File: config.mk
export PLATFORM = sky130hd
export DESIGN_NAME = cache_bank_ctrl
export DESIGN_NICKNAME = d
export VERILOG_FILES = /design/src/rtl/cache_bank_ctrl_pkg.sv /design/src/rtl/cache_bank_ctrl.sv
export SDC_FILE = /design/constraint.sdc
export NUM_CORES = 1
export LEC_CHECK = 0
export ABC_AREA = 1
export BUFFER_PORTS_ARGS = -buffer_cell sky130_fd_sc_hd__buf_2
export CAP_MARGIN = 20
export CELL_PAD_IN_SITES_DETAIL_PLACEMENT = 2
export CELL_PAD_IN_SITES_GLOBAL_PLACEMENT = 2
export CORE_MARGIN = 2
export CORE_UTILIZATION = 11
export DETAILED_ROUTE_END_ITERATION = 10
export MAX_ROUTING_LAYER = met4
export PLACE_DENSITY = 0.81
export SYNTH_ARGS = -nofsm -noshare
export SYNTH_HDL_FRONTEND = slang
export SYNTH_SLANG_ARGS = --single-unit
File: constraint.sdc
create_clock -name clk -period 1.15 [get_ports clk]
set_input_delay 0.1725 -clock clk [delete_from_list [all_inputs] [get_ports clk]]
set_output_delay 0.1725 -clock clk [all_outputs]
set_load 0.05 [all_outputs]
File: src/rtl/cache_bank_ctrl_pkg.sv
// Shared constants, state encodings and helpers for the cache bank access controller.
package cache_bank_ctrl_pkg;

    localparam int unsigned CACHE_INDEX_AW = 8;
    localparam int unsigned DATA_WIDTH     = 32;
    localparam int unsigned RAM_NUM        = DATA_WIDTH / 8;
    localparam int unsigned BANK_NUM       = 4;
    localparam int unsigned BANK_SEL_W     = 2;
    localparam int unsigned WR_EN_W        = BANK_NUM * RAM_NUM;

    // Byte RAM port enables are tied active by the parent way module.
    localparam logic WR_PORT_ENABLE = 1'b1;
    localparam logic RD_PORT_ENABLE = 1'b1;

    typedef enum logic [0:0] {
        ST_IDLE   = 1'b0,
        ST_REFILL = 1'b1
    } state_e;

    typedef logic [BANK_SEL_W-1:0] bank_sel_t;

    typedef struct packed {
        logic      valid;
        bank_sel_t sel;
    } rsp_pipe_t;

    // Place a byte strobe into the flat per-bank write-enable vector.
    function automatic logic [WR_EN_W-1:0] bank_byte_en(input bank_sel_t bank,
                                                        input logic [RAM_NUM-1:0] strb);
        logic [WR_EN_W-1:0] en;
        en = '0;
        en[32'(bank) * RAM_NUM +: RAM_NUM] = strb;
        return en;
    endfunction

endpackage

File: src/rtl/cache_bank_ctrl.sv
// Arbitrates the shared bank index/write port between CPU accesses and line refill,
// and aligns load responses to the registered RAM read latency.
module cache_bank_ctrl
    import cache_bank_ctrl_pkg::*;
(
    input  logic                           clk,
    input  logic                           rst_n,
    input  logic                           cpu_req_valid_i,
    output logic                           cpu_req_ready_o,
    input  logic                           cpu_req_we_i,
    input  logic [CACHE_INDEX_AW-1:0]      cpu_req_index_i,
    input  logic [BANK_SEL_W-1:0]          cpu_req_bank_i,
    input  logic [RAM_NUM-1:0]             cpu_req_wstrb_i,
    input  logic [DATA_WIDTH-1:0]          cpu_req_wdata_i,
    output logic                           cpu_rsp_valid_o,
    output logic [DATA_WIDTH-1:0]          cpu_rsp_data_o,
    input  logic                           refill_start_i,
    input  logic [CACHE_INDEX_AW-1:0]      refill_index_i,
    input  logic                           refill_valid_i,
    output logic                           refill_ready_o,
    input  logic [DATA_WIDTH-1:0]          refill_data_i,
    output logic                           refill_done_o,
    output logic                           busy_o,
    output logic [CACHE_INDEX_AW-1:0]      bank_index_o,
    output logic [WR_EN_W-1:0]             bank_wr_en_o,
    output logic [DATA_WIDTH-1:0]          bank_wr_data_o,
    input  logic [BANK_NUM*DATA_WIDTH-1:0] bank_rd_data_i
);

    state_e                      state_q, state_d;
    logic [BANK_SEL_W-1:0]       cnt_q, cnt_d;
    logic [CACHE_INDEX_AW-1:0]   idx_q, idx_d;
    rsp_pipe_t                   rsp_q, rsp_d;
    logic                        done_q, done_d;

    // State and pipeline registers.
    always_ff @(posedge clk) begin
        if (!rst_n) begin
            state_q <= ST_IDLE;
            cnt_q   <= '0;
            idx_q   <= '0;
            rsp_q   <= '0;
            done_q  <= 1'b0;
        end else begin
            state_q <= state_d;
            cnt_q   <= cnt_d;
            idx_q   <= idx_d;
            rsp_q   <= rsp_d;
            done_q  <= done_d;
        end
    end

    // Next state and bank port steering; refill start wins over a CPU request.
    always_comb begin
        state_d         = state_q;
        cnt_d           = cnt_q;
        idx_d           = idx_q;
        rsp_d.valid     = 1'b0;
        rsp_d.sel       = rsp_q.sel;
        done_d          = 1'b0;
        cpu_req_ready_o = 1'b0;
        refill_ready_o  = 1'b0;
        busy_o          = 1'b0;
        bank_index_o    = cpu_req_index_i;
        bank_wr_en_o    = '0;
        bank_wr_data_o  = cpu_req_wdata_i;

        case (state_q)
            ST_IDLE: begin
                if (refill_start_i) begin
                    idx_d   = refill_index_i;
                    cnt_d   = '0;
                    state_d = ST_REFILL;
                end else begin
                    cpu_req_ready_o = 1'b1;
                    if (cpu_req_valid_i) begin
                        if (cpu_req_we_i) begin
                            bank_wr_en_o = bank_byte_en(cpu_req_bank_i, cpu_req_wstrb_i);
                        end else begin
                            rsp_d.valid = 1'b1;
                            rsp_d.sel   = cpu_req_bank_i;
                        end
                    end
                end
            end
            ST_REFILL: begin
                busy_o         = 1'b1;
                refill_ready_o = 1'b1;
                bank_index_o   = idx_q;
                bank_wr_data_o = refill_data_i;
                if (refill_valid_i) begin
                    bank_wr_en_o = bank_byte_en(cnt_q, {RAM_NUM{1'b1}});
                    cnt_d        = cnt_q + 2'd1;
                    if (cnt_q == 2'(BANK_NUM - 1)) begin
                        state_d = ST_IDLE;
                        done_d  = 1'b1;
                    end
                end
            end
        endcase

        // Nothing is granted or written while reset is applied.
        if (!rst_n) begin
            cpu_req_ready_o = 1'b0;
            refill_ready_o  = 1'b0;
            busy_o          = 1'b0;
            bank_wr_en_o    = '0;
        end
    end

    assign cpu_rsp_valid_o = rsp_q.valid & rst_n;
    assign cpu_rsp_data_o  = cpu_rsp_valid_o
                           ? bank_rd_data_i[32'(rsp_q.sel) * DATA_WIDTH +: DATA_WIDTH]
                           : '0;
    assign refill_done_o   = done_q & rst_n;

    // A second start during a fill is dropped by the FSM; flag it as a protocol error.
    refill_start_while_busy: assert property (
        @(posedge clk) disable iff (!rst_n) !(state_q == ST_REFILL && refill_start_i)
    ) else $error("refill_start_i asserted while a refill is in progress");

endmodule

# Word-level counts from Yosys, hierarchy flattened
# Cells that the tools add are included.
# op_classes
order_cmp,0
muxes,23
eq_ne,3
n_reduce_logical,5
n_mul,0
n_addsub,3
n_bitwise,9
shifts,5
div_mod_pow,0
# ops
cell,count
$shiftx 128x8->32,1
$mux 16,5
$neg 4->34,2
$shift 4x34->16 const A,2
$mux 32,2
$shiftx 4x34->16,1
$shiftx 4x34->16 const A,1
$and 16x16->16,2
$pmux 16 s2,1
$mux 1,9
$mux 8,1
$not 1->1,5
$mux 2,2
$ne 2x2->1 const B,2
$pmux 2 s2,1
$reduce_and 2->1,2
$reduce_and 4->1,1
$reduce_or 4->1,1
$mux 3,1
$reduce_and 3->1,1
$add 2x1->2 const B,1
$and 1x1->1,2
$eq 2x2->1 const B,1
$pmux 1 s2,1
# totals
ff_bits,15
ramBits,0
n_memories,0
mem_bits_ro,0
latchBits,0
input_bits,220
wordCells,54
output_inout_bits,93

# Depth between registers and ports, before layout
# depth
ltp_word,8
ltp_mapped,7
depth_no_buf,7

# Worst setup path before layout
# Ideal clock, no wire load.
# synth_path
path_type,input port to output port
from,input cpu_req_bank_i[0]
to,output bank_wr_en_o[10]
path_stages,6
path_buffers,0
required_ns,0.978
path_slack_ns,-0.721
arrival_ns,1.699
cell_sequence,inv_1 > ha_1 > nand2_1 > nor3_1 > nand2_1 > a21oi_1
# synth_via
elab_chain_len,8
elab_cells_between_ends,9
classes_between,1 x add/sub; 2 x shift; 5 x mux; 1 x bitwise
# synth_lines
element,line_no,source
from (decl),cache_bank_ctrl.sv:12,"input logic [BANK_SEL_W-1:0] cpu_req_bank_i,"
$neg 4->34 (*),cache_bank_ctrl_pkg.sv:32,en[32'(bank) * RAM_NUM +: RAM_NUM] = strb;
$shiftx 4x34->16 / $shift 4x34->16 (equally long branches),cache_bank_ctrl_pkg.sv:32,
$and 16x16->16 (no line) (*),-,
$mux 16 (*),cache_bank_ctrl.sv:77,if (cpu_req_we_i) begin
$mux 16 (*),cache_bank_ctrl.sv:76,if (cpu_req_valid_i) begin
$mux 16 (*),cache_bank_ctrl.sv:70,if (refill_start_i) begin
$pmux 16 s2 (*),cache_bank_ctrl.sv:68,case (state_q)
$mux 16 (*),cache_bank_ctrl.sv:103,if (!rst_n) begin
to (decl),cache_bank_ctrl.sv:25,"output logic [WR_EN_W-1:0] bank_wr_en_o,"
# Mark *: on every way between the ends. The rest lies on a longest branch, timed or not.

# Worst setup path in the final report
# layout_path
from,register rsp_q[0] (netlist bit)
to,output cpu_rsp_data_o[20]
# layout_via
elab_chain_len,2
# layout_lines
element,line_no,source
from (decl),cache_bank_ctrl.sv:33,"rsp_pipe_t rsp_q, rsp_d;"
from (signal assigned),cache_bank_ctrl.sv:48,rsp_q <= rsp_d;
$shiftx 128x8->32,cache_bank_ctrl.sv:113,? bank_rd_data_i[32'(rsp_q.sel) * DATA_WIDTH +: DATA_WIDTH]
$mux 32,cache_bank_ctrl.sv:113,
to (decl),cache_bank_ctrl.sv:16,"output logic [DATA_WIDTH-1:0] cpu_rsp_data_o,"
# No other way between the ends.

==> tab_implementation.tex <==
\begin{tabular}{lr}
\hline
Metric & Value \\
\hline
\multicolumn{2}{l}{\textbf{Setup path}} \\
\quad RR Startpoint & state\_q\$\_SDFF\_PN0\_ \\
\quad Master of the slowest instance on the critical path & sky130\_fd\_sc\_hd\_\_dfxtp\_4 \\
\quad Critical Path Start Type & register \\
\quad Length in cells of the worst reg-to-reg path & 6 \\
\quad Max Fanout on Critical Path & 8 \\
\quad Slowest Stage Delay on Critical Path & 0.39 ns \\
\quad Cells traversed along the worst timing path & buf\_12 > buf\_16 > nor2\_2 > nor2\_1 > o21ai\_2 > a21oi\_4 > buf\_6 \\
\quad CP required & 0.98 ns \\
\quad Sort of element at the end of the critical path & output port \\
\quad Worst path buffer plus inverter count & 3 \\
\quad Gate family responsible for the most delay along the worst path & buffers and inverters \\
\quad Crit path arrival time & roughly 1.6 ns \\
\quad Reg-to-reg critical path endpoint & idx\_q[2]\$\_SDFFE\_PN0P\_ \\
\quad Flop2flop setup slack & -0.26 ns \\
\quad Critical path class & register to output port \\
\multicolumn{2}{l}{\textbf{Power and ir drop}} \\
\quad Power per Cell Area & 603 nW/um\^{}2 \\
\quad Leakage power total & 0.00390 uW \\
\quad Maximum ir drop on the vdd rail & $\sim$530 uV \\
\quad Total power & between 5000 and 6000 uW \\
\multicolumn{2}{l}{\textbf{Detailed routing}} \\
\quad Number of vias in the routed layout & 5326 \\
\quad Drt via density & 4.34 \\
\quad Starting DRC count in detailed routing & 161 \\
\quad Final routed DRC violation total & 0 \\
\quad WL/cell & 20.6 um \\
\quad Final antenna-violating net count & 0 \\
\quad Number of optimization iterations in the first detailed-route pass & 4 \\
\quad Final Routed Wirelength & 25.3 mm \\
\multicolumn{2}{l}{\textbf{CTS}} \\
\quad TritonCTS clock tree & yes \\
\quad Number of buffers added by the clock tree synthesis step & 3 \\
\quad Max Buffers Root-to-Sink & 2 \\
\quad Post-cts hold buffer count & 0 \\
\quad CTS H-tree lvls & 1 \\
\quad Clock net sink count & 15 \\
\quad Clock-pin slew on the worst setup and hold paths & 0.06 ns \\
\quad Insertion delay of the later-clocked pin in the worst-skew pair & 0.26 ns \\
\quad CTS Root Buffer Type & sky130\_fd\_sc\_hd\_\_clkbuf\_16 \\
\multicolumn{2}{l}{\textbf{Synthesis}} \\
\quad Fraction of the yosys area taken by sequential cells & 0.114 \\
\quad Summed instance area of the synthesized netlist & 2640 um\^{}2 \\
\quad Count of different cell masters after synthesis & 19 \\
\quad Synthesized netlist cell count & roughly 550 \\
\quad Total of warnings raised by yosys & 0 \\
\quad Mapped Avg Cell Area & 4.80 um\^{}2 \\
\quad Synth Net Count & 779 \\
\quad Synth Flop Type & sky130\_fd\_sc\_hd\_\_dfxtp\_1 \\
\quad Number of storage elements in the synthesis netlist & 15 \\
\quad Count of flip-flops with a built-in enable after synthesis & 0 \\
\quad Share of synthesized flip-flops with an asynchronous set or reset & 0 \\
\multicolumn{2}{l}{\textbf{STA}} \\
\quad Min Clock Period, post-route & 1.75 ns \\
\quad Setup repair after global routing missed its margin & true \\
\quad Slew of the pin with the lowest slew margin & 0.357 ns \\
\quad Final count of pins violating max slew & 0 \\
\quad Relative max-transition margin & 0.762 \\
\quad \# setup viols final & 101 \\
\quad Maximum clock rate & 0.572 GHz \\
\quad Smallest setup slack after layout & -0.597 ns \\
\quad Clk\_skew & 0.0103 ns \\
\quad Number of hold violations in the final report & 0 \\
\quad Final critical-path share of the clock period & 1.52 \\
\multicolumn{2}{l}{\textbf{Finish}} \\
\quad Fill cells & 2612 \\
\quad Leading cell type in the layout, fill and taps excluded & sky130\_fd\_sc\_hd\_\_buf\_2 \\
\quad Number of nets in the layout & 1138 \\
\quad Synthesis-to-layout area growth & 220\% \\
\quad Number of diodes added for antenna fixing & 0 \\
\quad Share of post-route cells with drive strength above 1 & 0.773 \\
\quad Highest-count cells in the layout ignoring fill and taps & sky130\_fd\_sc\_hd\_\_buf\_2, sky130\_fd\_sc\_hd\_\_nor2\_1, sky130\_fd\_sc\_hd\_\_nand2\_4 \\
\quad Final design utilization & 0.360 \\
\multicolumn{2}{l}{\textbf{Hold path}} \\
\quad Count of cells along the worst hold path & 3 \\
\quad Min-Delay Endpoint & idx\_q[0]\$\_SDFFE\_PN0P\_ \\
\quad Beginning of the worst hold path & refill\_index\_i[0] \\
\quad Hold Path Class & primary input to register \\
\multicolumn{2}{l}{\textbf{Flow run}} \\
\quad Maxcap violations & 0 \\
\multicolumn{2}{l}{\textbf{Floorplanning}} \\
\quad Number of top-level pins & 313 \\
\quad Core outline area & 23500 um\^{}2 \\
\quad Num rows & 56 \\
\quad Initial Util & 0.112 \\
\quad Die outline area & 25200 um\^{}2 \\
\quad Horizontal die dimension & approximately 160 um \\
\quad Die Ht & 159 um \\
\multicolumn{2}{l}{\textbf{Global route}} \\
\quad Wire length of the first global-routing pass & 36.8 mm \\
\quad Initial antenna violation count & 1 \\
\quad Vias in the first global route & 6395 \\
\quad Remaining Overflow, GRT & 0 \\
\quad Maximum number of pins on one net before global-route repair & 34 \\
\quad Combined global-route utilization of all metal layers & 0.190 \\
\multicolumn{2}{l}{\textbf{Status}} \\
\quad Result of the run & finished with violations \\
\quad Violated checks & negative setup slack \\
\multicolumn{2}{l}{\textbf{Placement}} \\
\quad HPWL after DPL & 15.5 mm \\
\quad Count of buffers from port buffering & 312 \\
\quad Last weighted congestion value of the routability-driven placer & 0.850 \\
\hline
\end{tabular}
==> cell usage after synthesis, types with 2 or more instances <==
| cell type | n | area share |
|---|---|---|
| sky130_fd_sc_hd__a21oi_1 | 49 | 0.093 |
| sky130_fd_sc_hd__buf_1 | 2 | 0.0028 |
| sky130_fd_sc_hd__buf_2 | 17 | 0.032 |
| sky130_fd_sc_hd__buf_4 | 2 | 0.0057 |
| sky130_fd_sc_hd__buf_6 | 5 | 0.021 |
| sky130_fd_sc_hd__clkbuf_1 | 11 | 0.016 |
| sky130_fd_sc_hd__dfxtp_1 | 15 | 0.11 |
| sky130_fd_sc_hd__ha_1 | 10 | 0.047 |
| sky130_fd_sc_hd__inv_1 | 25 | 0.036 |
| sky130_fd_sc_hd__nand2_1 | 161 | 0.23 |
| sky130_fd_sc_hd__nand3_1 | 6 | 0.011 |
| sky130_fd_sc_hd__nor2_1 | 166 | 0.24 |
| sky130_fd_sc_hd__o21ai_0 | 31 | 0.059 |
| sky130_fd_sc_hd__o21ai_1 | 44 | 0.083 |
==> tightest hold or removal path: stages <==
cell and delay [ns]:
sky130_fd_sc_hd__buf_2 0.08, sky130_fd_sc_hd__nor2_1 0.04, sky130_fd_sc_hd__nor2_1 0.09
==> power breakdown <==
group,internal [uW],leakage [uW],switching (uW)
Sequential,548,0.000127,45.5
Clock,471,0.0000371,273
Combinational,1600,0.00374,2160
Total,2620,0.00390,2480
==> state kept, by name (all words and copies together), names as in the netlist <==
name / cells
idx_q: 8
rsp_q: 3
cnt_q: 2
done_q: 1
state_q: 1
==> area by class of cell <==
cell class              instances  area (um^2)  share of cell area
repair buffers                391         3520               0.417
inverters                      26          141              0.0167
multi-input cells             471         3990               0.472
well taps                     319          399              0.0473
clock buffers                   3         75.1             0.00889
flip-flops and latches         15          317              0.0375
clock inverters                 1         7.51            0.000889
==> timing repair <==
item                                    in CTS  in global routing
gates cloned                                11                  1
endpoints found under the setup margin     105                108
hold endpoints to repair                     0                  0
resized for setup                          490                144
setup buffers                               21                 14
pin swaps                                   46                 58
==> cell families (layout without fill, tap and decap cells) <==
logic type,after synthesis,after routing,share of synthesized area
flops,15,15,0.114
buf+inv,63,421,0.115
compound gates,125,125,0.238
simple gates,336,336,0.486
fa+ha+maj,10,10,0.0474
==> stage by stage <==
| stage | TNS (ns) | instances | area, um^2 | setup slack [ns] | hold slack [ns] |
|---|---|---|---|---|---|
| floorplan | -9.07 | 549 | 3530 | -0.231 | 0.307 |
| detailed placement | -29.64 | 1191 | 5740 | -0.621 | 0.407 |
| finish | -42.61 | 1226 | 8440 | -0.597 | 0.155 |
| global placement | -26.70 | 1191 | 5740 | -0.569 | 0.396 |
| CTS | -39.98 | 1225 | 8000 | -0.563 | 0.147 |
| global route | -47.89 | 1226 | 8440 | -0.636 | 0.176 |
==> metal layers <==
| layer | up-vias | GRT usage | wire [um] |
|---|---|---|---|
| li1 | 2454 | - | - |
| met1 | 2598 | 0.183 | 8730 |
| met2 | 240 | 0.382 | 14500 |
| met3 | 34 | 0.0374 | 1420 |
| met4 | 0 | 0.0500 | 588 |
| met5 | - | - | 0 |
==> worst max path at each step <==
stage / cells past startpoint / startpoint / slack, ns / endpoint
final: 7 / rsp_q[0]$_SDFFE_PN0P_ / -0.60 / cpu_rsp_data_o[20]
after global placement: 8 / cpu_req_bank_i[0] / -0.57 / bank_wr_en_o[6]
after global routing: 7 / rsp_q[0]$_SDFFE_PN0P_ / -0.64 / cpu_rsp_data_o[27]
after floorplan: 6 / cnt_q[0]$_SDFFE_PN0P_ / -0.23 / bank_wr_en_o[0]
after detailed placement: 8 / cpu_req_bank_i[0] / -0.62 / bank_wr_en_o[6]
after CTS: 7 / rsp_q[0]$_SDFFE_PN0P_ / -0.56 / cpu_rsp_data_o[27]
Power figures use the tool's default switching activity.
